`config.mk`:
```
export PLATFORM = sky130hd
export DESIGN_NAME = dff_ram_ctrl_flat
export DESIGN_NICKNAME = d
export VERILOG_FILES = /design/src/rtl/dff_ram_ctrl_if.sv /design/src/rtl/dff_ram_ctrl.sv /design/src/flat_wrapper.sv
export SDC_FILE = /design/constraint.sdc
export NUM_CORES = 1
export LEC_CHECK = 0
export CAP_MARGIN = 20
export CORE_ASPECT_RATIO = 2
export CORE_UTILIZATION = 36
export CTS_BUF_LIST = sky130_fd_sc_hd__clkbuf_4 sky130_fd_sc_hd__clkbuf_8
export DETAILED_ROUTE_END_ITERATION = 10
export GPL_TIMING_DRIVEN = 0
export PLACE_DENSITY_LB_ADDON = 0.25
export SYNTH_ARGS = -nofsm -noshare
export SYNTH_HDL_FRONTEND = slang
export SYNTH_SLANG_ARGS = --single-unit
```
`constraint.sdc`:
```
create_clock -name clk -period 1.35 [get_ports clk]
set_input_delay 0.27 -clock clk [delete_from_list [all_inputs] [get_ports clk]]
set_output_delay 0.27 -clock clk [all_outputs]
set_load 0.005 [all_outputs]
```
`src/rtl/dff_ram_ctrl_if.sv`:
```
// Command/response bus between a requester and dff_ram_ctrl.
// The master issues commands and consumes responses; the slave is the controller.
interface dff_ram_ctrl_if #(
    parameter int AW = 2,
    parameter int DW = 72
);
    logic          cmd_valid;
    logic          cmd_ready;
    logic          cmd_we;
    logic [AW-1:0] cmd_addr;
    logic [DW-1:0] cmd_wdata;
    logic          rsp_valid;
    logic          rsp_ready;
    logic [DW-1:0] rsp_data;
    logic          rsp_err;

    modport master (
        output cmd_valid, cmd_we, cmd_addr, cmd_wdata, rsp_ready,
        input  cmd_ready, rsp_valid, rsp_data, rsp_err
    );

    modport slave (
        input  cmd_valid, cmd_we, cmd_addr, cmd_wdata, rsp_ready,
        output cmd_ready, rsp_valid, rsp_data, rsp_err
    );
endinterface

```
`src/rtl/dff_ram_ctrl.sv`:
```
// Single-outstanding request controller for the 4x72 flop RAM (active-low strobes).
// Optional per-byte even parity in bits [71:64] when DFF_RAM_CTRL_PARITY_EN is defined.
//
// state   | meaning
// --------+---------------------------------------------------------------
// IDLE    | ready for a command; strobes inactive
// ISSUE   | RAM strobe active for this one cycle
// CAPTURE | read data valid on ram_rdata; loaded into the response register
// RESP    | response held until the consumer takes it
module dff_ram_ctrl #(
    parameter int AW = 2,
    parameter int DW = 72
) (
    input  logic          clk,
    input  logic          rst_n,
    dff_ram_ctrl_if.slave bus,
    output logic          ram_en_n,
    output logic          ram_wr_n,
    output logic [AW-1:0] ram_addr,
    output logic [DW-1:0] ram_wdata,
    input  logic [DW-1:0] ram_rdata
);

    typedef enum logic [1:0] {
        IDLE    = 2'd0,
        ISSUE   = 2'd1,
        CAPTURE = 2'd2,
        RESP    = 2'd3
    } state_t;

    state_t        state, state_nxt;
    logic          en_n_nxt;
    logic          wr_n_nxt;
    logic [AW-1:0] addr_nxt;
    logic [DW-1:0] wdata_nxt;
    logic          rsp_valid_q, rsp_valid_nxt;
    logic [DW-1:0] rsp_data_q, rsp_data_nxt;
    logic          rsp_err_q, rsp_err_nxt;
    logic [DW-1:0] wdata_fmt;
    logic          rd_err;

    // Write word as stored: parity byte replaces the top byte when enabled.
    always_comb begin
        wdata_fmt = bus.cmd_wdata;
`ifdef DFF_RAM_CTRL_PARITY_EN
        for (int i = 0; i < 8; i++) begin
            wdata_fmt[64+i] = ^bus.cmd_wdata[8*i +: 8];
        end
`endif
    end

    always_comb begin
        rd_err = 1'b0;
`ifdef DFF_RAM_CTRL_PARITY_EN
        for (int i = 0; i < 8; i++) begin
            if (ram_rdata[64+i] != (^ram_rdata[8*i +: 8])) begin
                rd_err = 1'b1;
            end
        end
`endif
    end

    always_comb begin
        state_nxt     = state;
        en_n_nxt      = 1'b1;
        wr_n_nxt      = 1'b1;
        addr_nxt      = ram_addr;
        wdata_nxt     = ram_wdata;
        rsp_valid_nxt = rsp_valid_q;
        rsp_data_nxt  = rsp_data_q;
        rsp_err_nxt   = rsp_err_q;
        unique case (state)
            IDLE: begin
                if (bus.cmd_valid) begin
                    addr_nxt  = bus.cmd_addr;
                    wdata_nxt = wdata_fmt;
                    en_n_nxt  = 1'b0;
                    wr_n_nxt  = !bus.cmd_we;
                    state_nxt = ISSUE;
                end
            end
            ISSUE: begin
                // ram_wr_n is still the strobe of the command being issued.
                state_nxt = ram_wr_n ? CAPTURE : IDLE;
            end
            CAPTURE: begin
                rsp_data_nxt  = ram_rdata;
                rsp_err_nxt   = rd_err;
                rsp_valid_nxt = 1'b1;
                state_nxt     = RESP;
            end
            RESP: begin
                if (bus.rsp_ready) begin
                    rsp_valid_nxt = 1'b0;
                    state_nxt     = IDLE;
                end
            end
            default: state_nxt = IDLE;
        endcase
    end

    always_ff @(posedge clk or negedge rst_n) begin
        if (!rst_n) begin
            state       <= IDLE;
            ram_en_n    <= 1'b1;
            ram_wr_n    <= 1'b1;
            ram_addr    <= '0;
            ram_wdata   <= '0;
            rsp_valid_q <= 1'b0;
            rsp_data_q  <= '0;
            rsp_err_q   <= 1'b0;
        end else begin
            state       <= state_nxt;
            ram_en_n    <= en_n_nxt;
            ram_wr_n    <= wr_n_nxt;
            ram_addr    <= addr_nxt;
            ram_wdata   <= wdata_nxt;
            rsp_valid_q <= rsp_valid_nxt;
            rsp_data_q  <= rsp_data_nxt;
            rsp_err_q   <= rsp_err_nxt;
        end
    end

    assign bus.cmd_ready = (state == IDLE);
    assign bus.rsp_valid = rsp_valid_q;
    assign bus.rsp_data  = rsp_data_q;
    assign bus.rsp_err   = rsp_err_q;

endmodule

```
`src/flat_wrapper.sv`:
```
// flat-port wrapper written by rule: the top's interface ports become plain ports
module dff_ram_ctrl_flat 
#(
    parameter int AW = 2,
    parameter int DW = 72
)
  (clk, rst_n, ram_en_n, ram_wr_n, ram_addr, ram_wdata, ram_rdata, bus_cmd_valid, bus_cmd_we, bus_cmd_addr, bus_cmd_wdata, bus_rsp_ready, bus_cmd_ready, bus_rsp_valid, bus_rsp_data, bus_rsp_err);
  dff_ram_ctrl_if #(.AW(AW), .DW(DW)) bus_i ();
  input  logic clk;
  input  logic rst_n;
  output logic ram_en_n;
  output logic ram_wr_n;
  output logic [AW-1:0] ram_addr;
  output logic [DW-1:0] ram_wdata;
  input  logic [DW-1:0] ram_rdata;
  input wire logic [$bits(bus_i.cmd_valid)-1:0] bus_cmd_valid;
  input wire logic [$bits(bus_i.cmd_we)-1:0] bus_cmd_we;
  input wire logic [$bits(bus_i.cmd_addr)-1:0] bus_cmd_addr;
  input wire logic [$bits(bus_i.cmd_wdata)-1:0] bus_cmd_wdata;
  input wire logic [$bits(bus_i.rsp_ready)-1:0] bus_rsp_ready;
  output wire logic [$bits(bus_i.cmd_ready)-1:0] bus_cmd_ready;
  output wire logic [$bits(bus_i.rsp_valid)-1:0] bus_rsp_valid;
  output wire logic [$bits(bus_i.rsp_data)-1:0] bus_rsp_data;
  output wire logic [$bits(bus_i.rsp_err)-1:0] bus_rsp_err;
  assign bus_i.cmd_valid = bus_cmd_valid;
  assign bus_i.cmd_we = bus_cmd_we;
  assign bus_i.cmd_addr = bus_cmd_addr;
  assign bus_i.cmd_wdata = bus_cmd_wdata;
  assign bus_i.rsp_ready = bus_rsp_ready;
  assign bus_cmd_ready = bus_i.cmd_ready;
  assign bus_rsp_valid = bus_i.rsp_valid;
  assign bus_rsp_data = bus_i.rsp_data;
  assign bus_rsp_err = bus_i.rsp_err;
  dff_ram_ctrl #(.AW(AW), .DW(DW)) u_core (.clk(clk), .rst_n(rst_n), .bus(bus_i), .ram_en_n(ram_en_n), .ram_wr_n(ram_wr_n), .ram_addr(ram_addr), .ram_wdata(ram_wdata), .ram_rdata(ram_rdata));
endmodule
```
==> impl_metrics.json, run 1 <==
{
  "fin_skew_ns": 0.00701,
  "grt_pass1_wl_mm": 24.9,
  "cp_slowest_cell": "dfrtp_2",
  "worst_slack_ns": -0.253,
  "drive_gt1_share_pct": 51.1,
  "antenna_found_initial": 2,
  "hold_violations": 0,
  "place_area_mm2": 0.00896,
  "yosysTopAreaCell": "dfrtp_1",
  "reg2reg_depth": 6,
  "drt-total-wl_mm": 17.5,
  "synth_edf_count": 0,
  "clk_pin_slew_ns": 0.08,
  "async_reset_ff_share_pct": 100,
  "die_w_um": 90.5,
  "nNetsFinal": 874,
  "die_y_um": 179,
  "synth_area_leaders": "dfrtp_1, mux2_2, mux2_1",
  "fp-row-count": 64,
  "worstSetupEndpointType": "register",
  "seq_area_frac_synth_pct": 67.0,
  "vias_per_cell": 4.60,
  "failed_checks": "setup timing",
  "crit_chain": "buf_6, nor3b_4, buf_4, buf_6, buf_6, mux2_4",
  "synth_seq_cells": 151,
  "cp_max_fo": 5,
  "path_depth": 6,
  "yosys.area_share.adder_pct": 0,
  "fmax_mhz": 624,
  "cts_buffer_depth": 2,
  "grt_pass1_vias": 4640,
  "drv_cap": 0,
  "ir_drop_mv": 1.42,
  "ys_types": 16,
  "yosysMostFrequentCell": "dfrtp_1",
  "syn_inst": 327,
  "cpPeakStageDelay_ns": 0.42,
  "synthTopCellsByCount": "dfrtp_1, mux2_2, mux2_1, buf_4, buf_6",
  "track_usage_pct": 20.7,
  "crit_buf_inv": 4,
  "synth.area.mux_share_pct": 29.1,
  "pre_cts_slack_ns": -0.607,
  "syn-cell-area_mm2": 0.00564,
  "cts_tree": "yes",
  "wl_per_cell_um": 18.7,
  "core_mm2": 0.0153,
  "fin_util_pct": 65.3,
  "status": "finished, violations left",
  "start_util_pct": 36.9,
  "min_period_ns": 1.60,
  "overflow": 0,
  "io_buffers": 300,
  "start_kind": "register",
  "ant_nets": 0,
  "drtIter0Drc": 140,
  "cts_num_sinks": 151,
  "design_area_mm2": 0.00999,
  "yosysTopAreaCellShare_pct": 66.1,
  "ioPinCount": 302,
  "drv_slew": 0,
  "clkLatencyLatePin_ns": 0.45,
  "ys_dominant_reg_cell": "dfrtp_1",
  "min-delay-path-class": "in -> reg",
  "syn2layout_area_growth_pct": 77.1,
  "globalplace.congestion": 0.776,
  "yosys.area_share.simple_pct": 0.599,
  "synth_top_family_by_area": "multiplexers",
  "syn_area_per_cell_um2": 17.3,
  "yosysWarnings": 0,
  "whs_ns": 0.319,
  "rsz0062_at_grt": "true",
  "slew-limit-headroom_pct": 59.4,
  "dr.pass1.iters": 4,
  "synth-compound-area-share_pct": 0.488,
  "n_fill_cell": 1172,
  "grt_max_degree": 79,
  "via_count": 4301,
  "period_share_pct": 119,
  "drc": 0,
  "cp.required_ns": 1.68,
  "synth-xor-area-share_pct": 0,
  "htreeDepth": 4,
  "setup_viol": 148,
  "crit_top_cell": "buf_6",
  "cellPowerDensity_mw_per_mm2": 2360,
  "hpwl_mm": 11.9,
  "synth_nets": 478,
  "tightest_slew_ns": 0.609,
  "cpLargestDelayFamily": "buffers and inverters",
  "power.leakage_uw": 0.00472,
  "holdPathStages": 2,
  "cts_buffers": 17,
  "dieArea_mm2": 0.0162,
  "arrival_ns": 1.93,
  "critical_path_class": "reg -> reg",
  "root_buffer": "clkbuf_8"
}
==> state kept, by name (all words and copies together), names as in the netlist, named ones only <==
register,cells
u_core.bus.rsp_data,72
u_core.ram_en_n,1
u_core.ram_wr_n,1
u_core.state,1
u_core.ram_wdata,72
u_core.bus.rsp_valid,1
u_core.ram_addr,2
==> through the flow <==
step	power (uW)	TNS [ns]	cells
3_5_place_dp	18000	-56.46	826
5_1_grt	24900	-37.47	936
6_report	23600	-29.62	936
2_1_floorplan	11800	-4.86	327
3_3_place_gp	17600	-918.41	825
4_1_cts	22700	-27.77	900
==> per-layer routing <==
layer / vias to the layer above / part of all wire, % / track usage (%)
met5: - / 0 / 0
met4: 0 / 3.4 / 12.2
met2: 186 / 58 / 38.4
li1: 1934 / - / -
met3: 34 / 4.5 / 5.00
met1: 2147 / 34 / 20.5
==> layout make-up <==
cell class / instances / area (um^2) / share of cell area (%)
buffer: 12 / 160 / 1.60
clock buffer: 20 / 263 / 2.63
timing repair buffer: 382 / 3280 / 32.8
inverter: 2 / 7.51 / 0.0751
tap: 198 / 248 / 2.48
multi-input combinational: 157 / 2070 / 20.7
clock inverter: 12 / 176 / 1.77
antenna: 2 / 5.00 / 0.0501
sequential: 151 / 3780 / 37.9
==> cell families (layout without fill, tap and decap cells) <==
group                  Yosys count  after routing
AOI/OAI and AO/OA                4              4
muxes                          146            146
buffers and inverters           19            428
and+or+nand+nor                  6              6
other                            1              3
DFF                            151            151
==> path summary, 6_finish.rpt <==
kind,from,endpoint,slack (ns)
max,u_core.state[0],u_core.ram_wdata[16],-0.25
min,bus_cmd_we,u_core.ram_wr_n,0.32
max reg2reg,u_core.state[0],u_core.ram_wdata[16],-0.25
min reg2reg,u_core.ram_wdata[48],u_core.ram_wdata[48],0.49
max in group asynchronous,rst_n,u_core.ram_wdata[24],0.15
min in group asynchronous,rst_n,u_core.bus.rsp_data[5],0.40
==> power breakdown <==
group / switching, uW / total (uW) / internal, uW
clock: 1700 / 3790 / 2100
sequential: 1180 / 8050 / 6870
combinational: 4000 / 11700 / 7750
==> layout by cell type (no fill, tap or decap), drive strengths merged, types with 2 or more instances in the layout <==
cell,instances
buf,175
bufinv,4
clkbuf,72
clkdlybuf4s15,17
clkdlybuf4s50,149
clkinv,3
clkinvlp,5
dfrtp,149
dfstp,2
diode,2
inv,2
mux2,146
nand2,3
o21ai,2
==> repair_timing <==
action | CTS | global route
endpoints found under the setup margin | 296 | 274
hold buffers | 1 | 0
buffers inserted | 34 | 39
gates resized for setup | 543 | 125
hold endpoints to repair | 72 | 0
pin swaps | 1 | 1
cloned | 8 | 3
Power figures use the tool's default switching activity.
==> inputs of run 2 (changes only) <==
CELL_PAD_IN_SITES_DETAIL_PLACEMENT = 0   (was not set)
CELL_PAD_IN_SITES_GLOBAL_PLACEMENT = 2   (was not set)
CORE_UTILIZATION = 23   (was 36)
GPL_ROUTABILITY_DRIVEN = 0   (was not set)
==> run 2 against run 1 <==
Compared with the run above:
- the run still ends with setup timing left
- first-iteration DRC count shrank 18%
- clock power shrank 15%
- count of clock-buffer cells in the layout shrank 3
- via count shrank 2.7%
- routed wire length grew 8.0%
- hold slack lost 0.052 ns
- core utilization shrank 24 points
- combinational power shrank 5%
==> impl_metrics.json, run 2 (synthesis gave the netlist of run 1 again) <==
{
  "period_share_pct": 120,
  "rsz0062_at_grt": "true",
  "power.leakage_uw": 0.00458,
  "final_cell_mix": "clkdlybuf4s50_1, dfrtp_1, buf_2",
  "cts_tree": "yes",
  "start_kind": "register",
  "whs_ns": 0.267,
  "fin_util_pct": 40.8,
  "start_util_pct": 23.6,
  "reg2reg_depth": 6,
  "crit_chain": "buf_6, nor3b_4, buf_6, buf_4, buf_12, mux2_2",
  "fmax_mhz": 618,
  "setup.worst_path.end": "u_core.ram_wdata[21]",
  "drv_cap": 0,
  "met3_length_mm": 1.09,
  "path_depth": 6,
  "antenna_found_initial": 1,
  "root_buffer": "clkbuf_8",
  "r2r-end": "u_core.ram_wdata[21]",
  "worst_slack_ns": -0.269,
  "drc": 0,
  "highest_layer": "met4",
  "r2r_slack_ns": -0.27,
  "die_w_um": 113,
  "cp_slowest_cell": "dfrtp_2",
  "cts_num_sinks": 151,
  "hpwl_mm": 13.3,
  "wl_per_cell_um": 19.1,
  "min_period_ns": 1.62,
  "ir_drop_mv": 1.07,
  "clkLatencyLatePin_ns": 0.48,
  "cpPeakStageDelay_ns": 0.42,
  "drv_slew": 0,
  "grt_pass1_wl_mm": 26.8,
  "final_common_cell": "clkdlybuf4s50_1",
  "critical_path_class": "reg -> reg",
  "crit_top_cell": "buf_6",
  "syn2layout_area_growth_pct": 73.2,
  "dieArea_mm2": 0.0252,
  "status": "finished, violations left",
  "tightest_slew_ns": 0.758,
  "wirelength_met1_mm": 6.12,
  "nNetsFinal": 844,
  "drtIter0Drc": 115,
  "htreeDepth": 4,
  "ant_nets": 0,
  "grt_pass1_vias": 4584,
  "min-delay-path-class": "in -> reg",
  "clk_pin_slew_ns": 0.09,
  "failed_checks": "setup timing",
  "io_buffers": 300,
  "cellPowerDensity_mw_per_mm2": 2280,
  "cp.required_ns": 1.72,
  "overflow": 0,
  "fin_skew_ns": 0.00982,
  "worstSetupEndpointType": "register",
  "dr_wl_met2_mm": 11.2,
  "drive_gt1_share_pct": 55.8,
  "vias_per_cell": 4.21,
  "die_y_um": 223,
  "slew-limit-headroom_pct": 49.4,
  "core_mm2": 0.0239,
  "hold_violations": 0,
  "setup_viol": 151,
  "cp_max_fo": 10,
  "cts_buffers": 17,
  "fp-row-count": 80,
  "crit_buf_inv": 4,
  "track_usage_pct": 14.7,
  "cpLargestDelayFamily": "buffers and inverters",
  "ioPinCount": 302,
  "dr.pass1.iters": 4,
  "grt_max_degree": 97,
  "drt-total-wl_mm": 19.0,
  "cts_buffer_depth": 2,
  "arrival_ns": 1.99,
  "via_count": 4183
}
[run 2: cell count changes in the layout (fill, tap and decap cells not counted), sizes merged]
| cell | delta |
|---|---|
| buf | +33 |
| clkinv | +7 |
| clkinvlp | -1 |
| clkdlybuf4s15 | -17 |
| bufinv | -3 |
| clkbuf | -49 |
| diode | -1 |
[run 2: area by class of cell]
| class | instances | area [um^2] |
|---|---|---|
| antenna | 1 | 2.50 |
| buffer | 14 | 248 |
| clock buffer | 17 | 234 |
| clock inverter | 15 | 114 |
| fill | 2347 | 14200 |
| inverter | 2 | 7.51 |
| multi-input combinational | 157 | 2140 |
| sequential | 151 | 3780 |
| tap | 287 | 359 |
| timing repair buffer | 350 | 2880 |
[run 2: metrics by stage]
step / TNS, ns / cells / power [uW] / worst slack, ns / cell area (um^2)
2_1_floorplan: -4.86 / 327 / 11800 / -0.0926 / 5680
3_3_place_gp: -984.09 / 914 / 17900 / -6.19 / 9040
3_5_place_dp: -59.40 / 915 / 18100 / -0.640 / 9070
4_1_cts: -32.04 / 976 / 20400 / -0.342 / 9110
5_1_grt: -41.75 / 994 / 23600 / -0.335 / 9770
6_report: -31.21 / 994 / 22300 / -0.269 / 9770
[run 2: where the power goes]
part	leakage, uW	switching [uW]	total, uW	internal, uW
clock network	0.000176	1810	3220	1420
logic	0.00263	3810	11100	7240
registers	0.00178	1130	8000	6870
[run 2: worst min path at each step]
| stage | start | endpoint | slack (ns) | cells after the start |
|---|---|---|---|---|
| detailed placement | rst_n | u_core.ram_wdata[20] | 0.45 | 1 |
| CTS | bus_cmd_we | u_core.ram_wr_n | 0.21 | 2 |
| global placement | u_core.bus.rsp_valid | u_core.bus.rsp_valid | 0.47 | 1 |
| global route | bus_cmd_we | u_core.ram_wr_n | 0.23 | 2 |
| finish | bus_cmd_we | u_core.ram_wr_n | 0.27 | 2 |
| floorplan | rst_n | async pin | -0.03 | 0 |
[run 2: worst reg2reg max path: stages, from the launching register on]
cell and delay (ns):
dfrtp_2 0.42, buf_6 0.13, nor3b_4 0.20, buf_6 0.15, buf_4 0.14, buf_12 0.14, mux2_2 0.34
[run 2: timing repair]
| item | 4_1_cts | 5_1_grt |
|---|---|---|
| endpoints found under the setup margin | 298 | 230 |
| endpoints found under the hold margin | 94 | 0 |
| buffers inserted | 28 | 12 |
| gates resized for setup | 653 | 120 |
| cloned | 1 | 8 |
| hold buffers | 1 | 0 |
| pin swaps | 1 | 1 |
[run 2: metal layers]
metal	vias to the layer above	GRT usage, %
met5	-	0
met1	2120	13.0
met4	0	7.91
met3	22	4.65
li1	1867	-
met2	174	28.6
